$ cat config.mk
export PLATFORM = sky130hd
export DESIGN_NAME = usb_serial_in_sched
export DESIGN_NICKNAME = d
export VERILOG_FILES = /design/src/rtl/usb_serial_in_sched.sv
export SDC_FILE = /design/constraint.sdc
export NUM_CORES = 1
export LEC_CHECK = 0
export BUFFER_PORTS_ARGS = -buffer_cell sky130_fd_sc_hd__buf_2
export CAP_MARGIN = 20
export CORE_ASPECT_RATIO = 1.1
export CORE_MARGIN = 2
export CORE_UTILIZATION = 55
export DETAILED_ROUTE_END_ITERATION = 8
export PLACE_DENSITY = 0.79
export SYNTH_ARGS = -nofsm -noshare
export SYNTH_HDL_FRONTEND = slang
export SYNTH_SLANG_ARGS = --single-unit
$ cat constraint.sdc
create_clock -name clk -period 8 [get_ports clk]
set_clock_uncertainty 0.2 [all_clocks]
set_input_delay 0.4 -clock clk [delete_from_list [all_inputs] [get_ports clk]]
set_output_delay 0.4 -clock clk [all_outputs]
set_load 0.1 [all_outputs]
$ cat src/rtl/usb_serial_in_sched.sv
// USB serial IN-path scheduler: buffers uart-style tx bytes in a small FWFT FIFO and
// packs them into IN-endpoint packets, closing on size/idle/backpressure, with ZLP after full drains.
module usb_serial_in_sched #(
    parameter int FIFO_AW      = 4,
    parameter int MAX_PACKET   = 32,
    parameter int FLUSH_CYCLES = 48000
) (
    input  logic       clk,
    input  logic       reset,
    input  logic [7:0] uart_tx_data,
    input  logic       uart_tx_strobe,
    output logic       uart_tx_ready,
    output logic       tx_overflow,
    output logic       in_ep_req,
    input  logic       in_ep_grant,
    input  logic       in_ep_data_free,
    output logic       in_ep_data_put,
    output logic [7:0] in_ep_data,
    output logic       in_ep_data_done,
    output logic       in_ep_stall,
    input  logic       in_ep_acked
);
    localparam int DEPTH = 1 << FIFO_AW;
    localparam int CW    = FIFO_AW + 1;
    localparam int TW    = $clog2(FLUSH_CYCLES + 1);
    localparam int PW    = $clog2(MAX_PACKET + 1);

    localparam logic [CW-1:0] FULL_CNT  = CW'(DEPTH);
    localparam logic [TW-1:0] TIMER_MAX = TW'(FLUSH_CYCLES - 1);
    localparam logic [PW-1:0] PKT_MAX   = PW'(MAX_PACKET);
    localparam logic [PW-1:0] PKT_LAST  = PW'(MAX_PACKET - 1);

    typedef enum logic [2:0] {
        IDLE,
        REQ,
        FILL,
        DONE,
        WAIT_ACK
    } state_t;

    state_t state, state_next;

    logic [7:0]         mem [DEPTH];
    logic [FIFO_AW-1:0] wr_ptr;
    logic [FIFO_AW-1:0] rd_ptr;
    logic [CW-1:0]      count;
    logic [CW-1:0]      count_next;
    logic [TW-1:0]      timer;
    logic [PW-1:0]      pkt_cnt;
    logic               zlp_pending;
    logic               overflow_q;

    logic push;
    logic put_ok;
    logic fifo_nonempty;
    logic timer_expired;

    // Readiness comes from the registered count only, so a pop cannot rescue a push into a full FIFO.
    assign uart_tx_ready = (count != FULL_CNT);
    assign push          = uart_tx_strobe && uart_tx_ready;
    assign fifo_nonempty = (count != '0);
    assign timer_expired = (timer == TIMER_MAX);
    assign put_ok        = (state == FILL) && in_ep_data_free && fifo_nonempty && (pkt_cnt < PKT_MAX);
    assign count_next    = count + CW'(push) - CW'(put_ok);
    assign tx_overflow   = overflow_q;
    assign in_ep_stall   = 1'b0;

    always_ff @(posedge clk) begin
        if (push) begin
            mem[wr_ptr] <= uart_tx_data;
        end
    end

    always_ff @(posedge clk) begin
        if (reset) begin
            wr_ptr     <= '0;
            rd_ptr     <= '0;
            count      <= '0;
            overflow_q <= 1'b0;
        end else begin
            if (push) begin
                wr_ptr <= wr_ptr + FIFO_AW'(1);
            end
            if (put_ok) begin
                rd_ptr <= rd_ptr + FIFO_AW'(1);
            end
            count <= count_next;
            if (uart_tx_strobe && !uart_tx_ready) begin
                overflow_q <= 1'b1;
            end
        end
    end

    // Idle-flush timer only advances while waiting in IDLE with data buffered.
    always_ff @(posedge clk) begin
        if (reset || push || !fifo_nonempty) begin
            timer <= '0;
        end else if (state == IDLE && !timer_expired) begin
            timer <= timer + TW'(1);
        end
    end

    always_ff @(posedge clk) begin
        if (reset) begin
            state       <= IDLE;
            pkt_cnt     <= '0;
            zlp_pending <= 1'b0;
        end else begin
            state <= state_next;
            if (put_ok) begin
                pkt_cnt <= pkt_cnt + PW'(1);
            end
            if (state == WAIT_ACK && in_ep_acked) begin
                zlp_pending <= (pkt_cnt == PKT_MAX) && !fifo_nonempty;
                pkt_cnt     <= '0;
            end
        end
    end

    always_comb begin
        state_next      = state;
        in_ep_req       = 1'b0;
        in_ep_data_put  = 1'b0;
        in_ep_data      = 8'h00;
        in_ep_data_done = 1'b0;
        case (state)
            IDLE: begin
                if ((32'(count) >= 32'(MAX_PACKET)) || (fifo_nonempty && timer_expired) || zlp_pending) begin
                    state_next = REQ;
                end
            end
            REQ: begin
                in_ep_req = 1'b1;
                if (in_ep_grant) begin
                    state_next = zlp_pending ? DONE : FILL;
                end
            end
            FILL: begin
                in_ep_req      = 1'b1;
                in_ep_data_put = put_ok;
                if (put_ok) begin
                    in_ep_data = mem[rd_ptr];
                end
                if ((put_ok && pkt_cnt == PKT_LAST) || (pkt_cnt == PKT_MAX) || (count_next == '0) ||
                    (!in_ep_data_free && fifo_nonempty)) begin
                    state_next = DONE;
                end
            end
            DONE: begin
                in_ep_req       = 1'b1;
                in_ep_data_done = 1'b1;
                state_next      = WAIT_ACK;
            end
            WAIT_ACK: begin
                if (in_ep_acked) begin
                    state_next = IDLE;
                end
            end
            default: begin
                state_next = IDLE;
            end
        endcase
    end

endmodule

==> metrics.yaml, run 1 <==
sta:
  clock.fmax_mhz: 258
  worstMarginPinSlew_ns: 0.937
  setup_tns_ns: 0
  fin_crit_ns: 3.88
  rsz0062_at_grt: "false"
  maxSlewViolCount: 0
  whs_ns: 0.0354
  finalSetupViolations: 0
  slew_headroom_pct: 37.3
  hold_viol_final: 0
  finalCritPeriodShare_pct: 48.5
layout:
  finalNonFillerCells: 649
  drive_above_1_share_pct: 23.2
  nNetsFinal: 508
  fill_cells: 863
  seqCellArea_sq_um: 4730
  multi_input_area_sq_um: 2240
  post-route-util_pct: 63.3
  syn2layout_area_growth_pct: 12.3
  finalInstanceArea_sq_um: 8010
  n_antenna_cell: 0
place:
  dp_cells: 617
  portBuffers: 26
  gp_congestion: 0.821
  placed_area_sq_um: 7390
  place_hpwl_mm: 8.25
worst_setup_path:
  crit_path_end_kind: "flop"
  crit_arrival_ns: 3.98
  required_ns: 8.10
  path_max_fanout: 20
  path_class: "flop to flop"
  start_kind: "flop"
routing:
  vias_per_cell: 5.72
  vias: 3715
  drtIter0Drc: 283
  drc: 0
  wl_per_cell_um: 19.6
  routed_wl_mm: 12.7
  first_pass_iters: 4
  ant_nets: 0
clocking:
  clock-sinks: 172
  cts_buffer_depth: 2
  ctsResizeCount: 0
  clock_latency_ns: 0.42
  cts-root-buf: "clkbuf_16"
  cts_tree: "built"
  h-tree-depth: 4
  postCtsHoldBufs: 0
  cts_buffers: 17
  post_cts_buffers: 0
  clk_transition_reported_paths_ns: 0.06
power_and_ir_drop:
  p_comb_share_pct: 17.1
  power_frac_seq_pct: 45.7
  peakVddDrop_mv: 0.187
  switching_share_pct: 26.8
  pwr_density_cell_nw_per_um2: 282
  pwr-share-clk_pct: 37.2
  power_leakage_nw: 2.69
  internal_power_mw: 1.65
  p_switching_uw: 606
logic_synthesis:
  synth_cell_types: 51
  yosysSeqAreaShare_pct: 66.3
  synth_edf_count: 128
  avgSynthCellArea_sq_um: 15.8
  synthArstFlopShare_pct: 0
  ys_ff_latch: 172
  synth_flop_cell: "edfxtp_1"
  synth_area_sq_um: 7130
  netlist_instances: 451
  ys_warn_count: 0
  synth_nets: 480
die:
  fp-row-count: 43
  start_util_pct: 56.4
  fp.dieH_um: 123
  core-area_sq_um: 12600
  ios: 28
  die_area_sq_um: 13900
  dieWidth_um: 113
global_route:
  grt_usage_pct: 19.9
  grt_overflow: 0
  grt_pass1_vias: 3802
  grt_pass1_wl_mm: 20.5
  grt_max_degree: 33
  grt_antenna_before_repair: 0
status:
  status: "complete, no violations"
min_path:
  hold_path.class: "input port to flop"
flow_run:
  maxCapViolCount: 0
sequential cells by signal (all words and copies together), names as in the netlist, named ones only:
| signal | count |
|---|---|
| mem | 128 |
| timer | 16 |
| pkt_cnt | 6 |
| count | 5 |
| rd_ptr | 4 |
| wr_ptr | 4 |
| state | 3 |
| tx_overflow | 1 |
| zlp_pending | 1 |
cell usage after synthesis (2+ instances only):
master,number,area [sq um]
a211oi_1,2,15.0
a21oi_1,5,25.0
and2_1,11,68.8
and3_1,2,12.5
buf_1,4,15.0
buf_2,7,35.0
clkbuf_1,10,37.5
dfxtp_1,44,881
edfxtp_1,128,3840
ha_1,14,175
inv_1,15,56.3
mux2i_1,4,40.0
mux4_2,40,901
nand2_1,17,63.8
nand2b_1,5,31.3
nand3_1,8,40.0
nand4_1,8,50.1
nor2_1,56,210
nor2b_1,2,12.5
nor3_1,7,35.0
nor3b_1,4,30.0
xnor2_1,10,87.6
xor2_1,20,175
logic make-up (layout without fill, tap and decap cells):
| group | count (synthesis) | count (layout) | share of synthesized area [%] |
|---|---|---|---|
| compound gates | 19 | 19 | 2.14 |
| buf+inv | 39 | 80 | 2.33 |
| simple gates | 131 | 131 | 9.55 |
| flops | 172 | 172 | 66.3 |
| mux | 44 | 44 | 13.2 |
| xor+xnor | 30 | 30 | 3.69 |
| other cells | 1 | 1 | 0.0526 |
| fa+ha+maj | 15 | 15 | 2.74 |
path summary, 6_finish.rpt:
kind | end | depth (start not counted) | startpoint | slack, ns
setup / recovery | state[2] | 15 | count[2] | 4.12
hold / removal | tx_overflow | 3 | uart_tx_strobe | 0.04
setup reg to reg | state[2] | 15 | count[2] | 4.12
hold reg to reg | tx_overflow | 2 | tx_overflow | 0.28
placed cells by master, fill, tap and decap left out, types with 2 or more instances in the layout:
master        n
buf_4         6
bufinv_16     3
inv_6         2
and3_1        2
xnor2_1      10
mux2i_1       4
dfxtp_1      43
clkinvlp_4    2
buf_2        26
nand2_1      17
clkinv_4      2
nor3_1        7
edfxtp_1    128
nand2b_1      5
a211oi_1      2
nor2b_1       2
mux4_2       40
nor3b_1       4
ha_1         14
nand3_1       8
xor2_1       20
inv_8         3
and2_1       11
clkbuf_16    17
nor2_1       56
inv_1        15
nand4_1       8
a21oi_1       5
through the flow:
step           setup slack (ns)  power [mW]
5_1_grt                    3.87        2.35
3_5_place_dp               4.14        1.44
2_1_floorplan              4.26        1.36
6_report                   4.12        2.26
3_3_place_gp               4.25        1.42
4_1_cts                    4.11        2.27
per-layer routing:
layer  wire length [um]  vias to the layer above  track usage [%]
li1                   -                     1737                -
met1               5490                     1893             26.6
met2               6350                       76             32.2
met3                729                        9             4.22
met4                167                        0             8.69
met5                  0                        -                0
cell type report:
class | instances | share of cell area [%]
clock buffers | 18 | 5.36
clock inverters | 14 | 2.28
inverters | 16 | 0.750
flip-flops and latches | 172 | 59.0
multi-input cells | 240 | 27.9
well taps | 157 | 2.45
repair buffers | 32 | 2.19
power by group through the flow:
stage               clock network [mW]  registers (mW)  logic [mW]
floorplan                            0            1.05       0.314
global placement                     0            1.05       0.374
detailed placement                   0            1.05       0.386
CTS                              0.853            1.03       0.389
global route                     0.891            1.04       0.424
finish                           0.840            1.03       0.386
worst max-delay path, stage by stage, from the launching register on:
cell      delay [ns]
dfxtp_1         0.33
inv_1           0.06
ha_1            0.21
nor4b_4         0.15
and4bb_1        0.79
ha_1            0.36
inv_1           0.06
ha_1            0.16
inv_1           0.05
fa_1            0.39
nand2b_1        0.16
a21oi_1         0.15
xnor2_1         0.16
a31o_1          0.22
nand2_1         0.08
a31o_2          0.25
Power figures use the tool's default switching activity.
==> run 2: changes to the inputs <==
clock period = 3.6 ns   (was 8 ns; I/O delays follow)
==> metrics.yaml, run 2 (synthesis results as in run 1) <==
worst_setup_path:
  crit_path_end_kind: "flop"
  required_ns: 3.72  # -4.38 ns
  path_class: "flop to flop"
  start_kind: "flop"
  path_max_fanout: 3  # -85%
  crit_arrival_ns: 3.52  # -0.46 ns
  reg2regPathDepth: 18  # +3
  rrSetupSlack_ns: 0.20  # -3.92 ns
die:
  die_area_sq_um: 13900  # unchanged
  ios: 28  # unchanged
  dieWidth_um: 113  # unchanged
  fp.dieH_um: 123  # unchanged
  core-area_sq_um: 12600  # unchanged
  fp-row-count: 43  # unchanged
  start_util_pct: 56.4  # unchanged
routing:
  first_pass_iters: 5  # +1
  drtIter0Drc: 273  # -3.5%
  wl_per_cell_um: 19.6  # about the same
  routed_wl_mm: 13.0  # +2.2%
  drc: 0  # unchanged
  ant_nets: 0  # unchanged
  vias: 3817  # +2.7%
  vias_per_cell: 5.75  # +0.42%
global_route:
  grt_usage_pct: 20.1  # +0.16 points
  grt_pass1_wl_mm: 20.9  # +2.0%
  grt_overflow: 0  # unchanged
  grt_antenna_before_repair: 0  # unchanged
  grt_pass1_vias: 3841  # +1.0%
  grt_max_degree: 33  # unchanged
place:
  portBuffers: 26  # unchanged
  dp_cells: 621  # +0.65%
  gp_congestion: 0.770  # -6.1%
  place_hpwl_mm: 8.62  # +4.5%
status:
  status: "complete, no violations"
clocking:
  cts_buffer_depth: 2  # unchanged
  clock_latency_ns: 0.42  # about the same
  post_cts_buffers: 0  # unchanged
  cts_buffers: 17  # unchanged
  cts_tree: "built"
  clock-sinks: 172  # unchanged
  h-tree-depth: 4  # unchanged
  clk_transition_reported_paths_ns: 0.07  # about the same
  cts-root-buf: "clkbuf_16"
sta:
  clock.fmax_mhz: 294  # +14%
  hold_viol_final: 0  # unchanged
  slew_headroom_pct: 43.5  # +6.2 points
  maxSlewViolCount: 0  # unchanged
  finalCritPeriodShare_pct: 94.4  # +46 points
  worstMarginPinSlew_ns: 0.844  # -0.0930 ns
  finalSetupViolations: 0  # unchanged
  fin_crit_ns: 3.40  # -0.481 ns
power_and_ir_drop:
  power_leakage_nw: 2.79  # +3.4%
  p_switching_mw: 1.45  # +140%
  pwr_density_cell_nw_per_um2: 624  # +120%
  switching_share_pct: 28.4  # +1.5 points
  p_comb_share_pct: 17.8  # +0.7 points
  internal_power_mw: 3.67  # +120%
  pwr-share-clk_pct: 37.3  # about the same
  peakVddDrop_mv: 0.445  # +140%
  power_frac_seq_pct: 44.9  # -0.8 points
layout:
  n_antenna_cell: 0  # unchanged
  syn2layout_area_growth_pct: 15.2
  top_regs: "mem: 128 flops, timer: 16 flops, pkt_cnt: 6 flops"
  post-route-util_pct: 64.9  # +1.6 points
  largest_reg_flops: 128  # unchanged
  final_cell_mix: "edfxtp_1 (128), nor2_1 (56), dfxtp_1 (42), mux4_2 (40), buf_2 (26)"
  drive_above_1_share_pct: 24.7  # +1.5 points
  fill_cells: 844  # -2.2%
  mostFrequentLayoutCell: "edfxtp_1"
  largest_register: "mem"
  nNetsFinal: 523  # +3.0%
  finalNonFillerCells: 664  # +2.3%
min_path:
  hold_path.class: "input port to flop"
  whs_path_depth: 4  # +1
flow_run:
  maxCapViolCount: 0  # unchanged
==> run 2: cell count changes in the layout (fill, tap and decap cells not counted), sizes merged <==
cell         before  now
bufinv            3    2
clkinvlp          2    0
clkinv            4    6
inv              21   23
dlygate4sd3       0   11
clkbuf           18   17
buf              32   36
==> run 2: timing repair <==
item | in CTS | in global routing
hold buffers | 11 | 0
gates resized for setup | 0 | 5
endpoints found under the setup margin | 0 | 3
hold endpoints to repair | 143 | 0
==> run 2: path summary, 6_finish.rpt <==
| path | from | to |
|---|---|---|
| max reg2reg | count[2] | state[2] |
| min | in_ep_acked | zlp_pending |
| max | count[2] | state[2] |
| min reg2reg | zlp_pending | zlp_pending |
==> run 2: power groups by stage <==
stage / combinational, mW / clock (mW) / sequential [mW]
final: 0.909 / 1.91 / 2.30
after global placement: 0.845 / 0 / 2.33
after global routing: 0.986 / 2.02 / 2.31
after CTS: 0.900 / 1.94 / 2.30
after detailed placement: 0.884 / 0 / 2.34
after floorplan: 0.703 / 0 / 2.33
==> run 2: worst max-delay path, cell delays in order, from the launching register on <==
cell and delay, ns:
dfxtp_1 0.33, inv_1 0.06, ha_1 0.22, nor3b_1 0.14, and2_2 0.24, inv_6 0.05, and2_1 0.13, inv_1 0.05
ha_1 0.28, inv_1 0.07, ha_2 0.18, inv_1 0.06, fa_2 0.34, nand2b_1 0.16, a21oi_2 0.13, xnor2_1 0.15
a31o_1 0.21, nand2_1 0.08, a31o_2 0.24
==> run 2: cell type report <==
type / count / area, sq um / share of cell area (%)
multi-input combinational: 240 / 2250 / 27.4
clock buffer: 17 / 425 / 5.18
sequential: 172 / 4730 / 57.6
inverter: 16 / 65.1 / 0.793
timing repair buffer: 47 / 328 / 3.99
clock inverter: 15 / 219 / 2.67
tap: 157 / 196 / 2.39
==> run 2: routing by layer <==
layer | routed length, um | track usage, %
met3 | 661 | 5.44
met5 | 0 | 0
met4 | 176 | 5.56
met2 | 6490 | 32.4
met1 | 5680 | 27.5
==> run 2: per-stage QoR <==
stage / total power [mW] / hold slack [ns] / setup WS [ns] / cell area, sq um / TNS (ns)
after global routing: 5.32 / 0.0531 / -0.0194 / 8210 / -0.0362
after floorplan: 3.03 / 0.0789 / 0.0283 / 7130 / 0
after detailed placement: 3.23 / 0.265 / 0.110 / 7440 / 0
final: 5.12 / 0.0226 / 0.202 / 8210 / 0
after global placement: 3.18 / 0.237 / 0.274 / 7440 / 0
after CTS: 5.14 / 0.0109 / 0.106 / 8200 / 0
==> run 3: changes to the inputs <==
RECOVER_POWER = 50   (was not set)
==> metrics.yaml, run 3 (synthesis results as in run 1) <==
worst_setup_path:
  crit_arrival_ns: 3.52  # about the same
  cpMostUsedCell: "inv_1"
  slowest_delay_ns: 0.34  # about the same
  required_ns: 3.72  # about the same
  crit_chain: "inv_1 -> ha_1 -> nor3b_1 -> and2_2 -> inv_6 -> and2_1 -> inv_1 -> ha_1 -> inv_1 -> ha_2 -> inv_1 -> fa_2 -> nand2b_1 -> a21oi_2 -> xnor2_1 -> a31o_1 -> nand2_1 -> a31o_2"
  path_max_fanout: 3  # unchanged
  start_kind: "flop"
  slowest_stage: "fa_2"
  crit_path_end_kind: "flop"
  path_class: "flop to flop"
sta:
  finalSetupViolations: 0  # unchanged
  maxSlewViolCount: 0  # unchanged
  setup_slack_ns: 0.202  # -0.00000100 ns
  fin_crit_ns: 3.40  # +0.00000100 ns
  finalCritPeriodShare_pct: 94.4  # about the same
  slew_headroom_pct: 43.4  # -0.13 points
  clock.fmax_mhz: 294  # unchanged
  hold_viol_final: 0  # unchanged
  worstMarginPinSlew_ns: 0.846  # +0.00191 ns
  whs_ns: 0.0225  # -0.0000995 ns
  setup_tns_ns: 0  # unchanged
layout:
  top_regs: "mem: 128 flops, timer: 16 flops, pkt_cnt: 6 flops"
  n_antenna_cell: 0  # unchanged
  syn2layout_area_growth_pct: 15.0
  fill_cells: 846  # +0.24%
  finalNonFillerCells: 664  # unchanged
  largest_reg_flops: 128  # unchanged
  finalInstanceArea_sq_um: 8200  # -0.12%
  mostFrequentLayoutCell: "edfxtp_1"
  largest_register: "mem"
  drive_above_1_share_pct: 23.1  # -1.6 points
  final_cell_mix: "edfxtp_1 (128), nor2_1 (56), dfxtp_1 (42), mux4_2 (40), xor2_1 (20)"
  nNetsFinal: 523  # unchanged
die:
  fp-row-count: 43  # unchanged
  die_area_sq_um: 13900  # unchanged
  ios: 28  # unchanged
  start_util_pct: 56.4  # unchanged
  core-area_sq_um: 12600  # unchanged
  fp.dieH_um: 123  # unchanged
  dieWidth_um: 113  # unchanged
place:
  placed_area_sq_um: 7440  # unchanged
  portBuffers: 26  # unchanged
  gp_congestion: 0.770  # unchanged
  dp_slack_ns: 0.110  # unchanged
  place_hpwl_mm: 8.62  # unchanged
  dp_cells: 621  # unchanged
clocking:
  cts_tree: "built"
  clock-sinks: 172  # unchanged
  clk_transition_reported_paths_ns: 0.07  # about the same
  h-tree-depth: 4  # unchanged
  clock_latency_ns: 0.42  # about the same
  cts-root-buf: "clkbuf_16"
  cts_buffers: 17  # unchanged
  cts_buffer_depth: 2  # unchanged
  post_cts_buffers: 0  # unchanged
routing:
  ant_nets: 0  # unchanged
  drtIter0Drc: 278  # +1.8%
  vias: 3831  # +0.37%
  wl_per_cell_um: 19.7  # +0.27%
  routed_wl_mm: 13.1  # +0.27%
  vias_per_cell: 5.77  # +0.37%
  drc: 0  # unchanged
  first_pass_iters: 4  # -1
global_route:
  grt_max_degree: 33  # unchanged
  grt_pass1_vias: 3841  # unchanged
  grt_antenna_before_repair: 0  # unchanged
  grt_usage_pct: 20.1  # unchanged
  grt_overflow: 0  # unchanged
  grt_pass1_wl_mm: 20.9  # unchanged
min_path:
  hold_path.class: "input port to flop"
power_and_ir_drop:
  internal_power_mw: 3.67  # about the same
  p_comb_share_pct: 17.7  # about the same
  p_switching_mw: 1.45  # about the same
  power_leakage_nw: 2.76  # -0.79%
  pwr_density_cell_nw_per_um2: 625  # +0.12%
  peakVddDrop_mv: 0.444  # -0.17%
  switching_share_pct: 28.4  # about the same
  pwr-share-clk_pct: 37.3  # about the same
  power_frac_seq_pct: 44.9  # about the same
flow_run:
  maxCapViolCount: 0  # unchanged
status:
  status: "complete, no violations"
-- run 3: timing repair --
item / CTS / global route
endpoints found under the hold margin: 143 / 0
hold buffers: 11 / 0
gates resized for setup: 0 / 5
setup endpoints to repair: 0 / 3
-- run 3: per-stage QoR --
step	util [%]	total power, mW
after detailed placement	58.9	3.23
after global routing	64.8	5.32
after floorplan	-	3.03
after global placement	58.9	3.18
after CTS	64.8	5.14
final	64.8	5.12
-- run 3: final timing paths --
kind	start	to	slack (ns)	cells after the start
setup / recovery	count[2]	state[2]	0.20	18
hold / removal	in_ep_acked	zlp_pending	0.02	4
setup reg to reg	count[2]	state[2]	0.20	18
hold reg to reg	zlp_pending	zlp_pending	0.31	2
-- run 3: area by class of cell --
type	count	area (sq um)	area share (%)
Tap cell	157	196	2.40
Multi-Input combinational cell	240	2250	27.4
Sequential cell	172	4730	57.7
Inverter	16	65.1	0.794
Timing Repair Buffer	47	318	3.88
Clock inverter	15	219	2.67
Clock buffer	17	425	5.19
-- run 3: routing by layer --
layer	track usage (%)	part of all wire, %	vias to the layer above
li1	-	-	1781
met3	5.44	5.8	20
met2	32.4	50	123
met5	0	0	-
met1	27.5	43	1907
met4	5.56	1.3	0
-- run 3: power by group through the flow --
stage	Sequential (mW)	Combinational [mW]	Clock, mW
6_report	2.30	0.908	1.91
5_1_grt	2.31	0.985	2.02
3_3_place_gp	2.33	0.845	0
3_5_place_dp	2.34	0.884	0
4_1_cts	2.30	0.900	1.94
2_1_floorplan	2.33	0.703	0
-- run 3: worst max-delay path, delay by kind of cell (launching register included) --
kind            cells  cell delay (ns)
xor+xnor            1             0.15
compound gates      3             0.58
simple gates        5             0.75
buf+inv             5             0.29
flops               1             0.33
fa+ha+maj           4             1.02
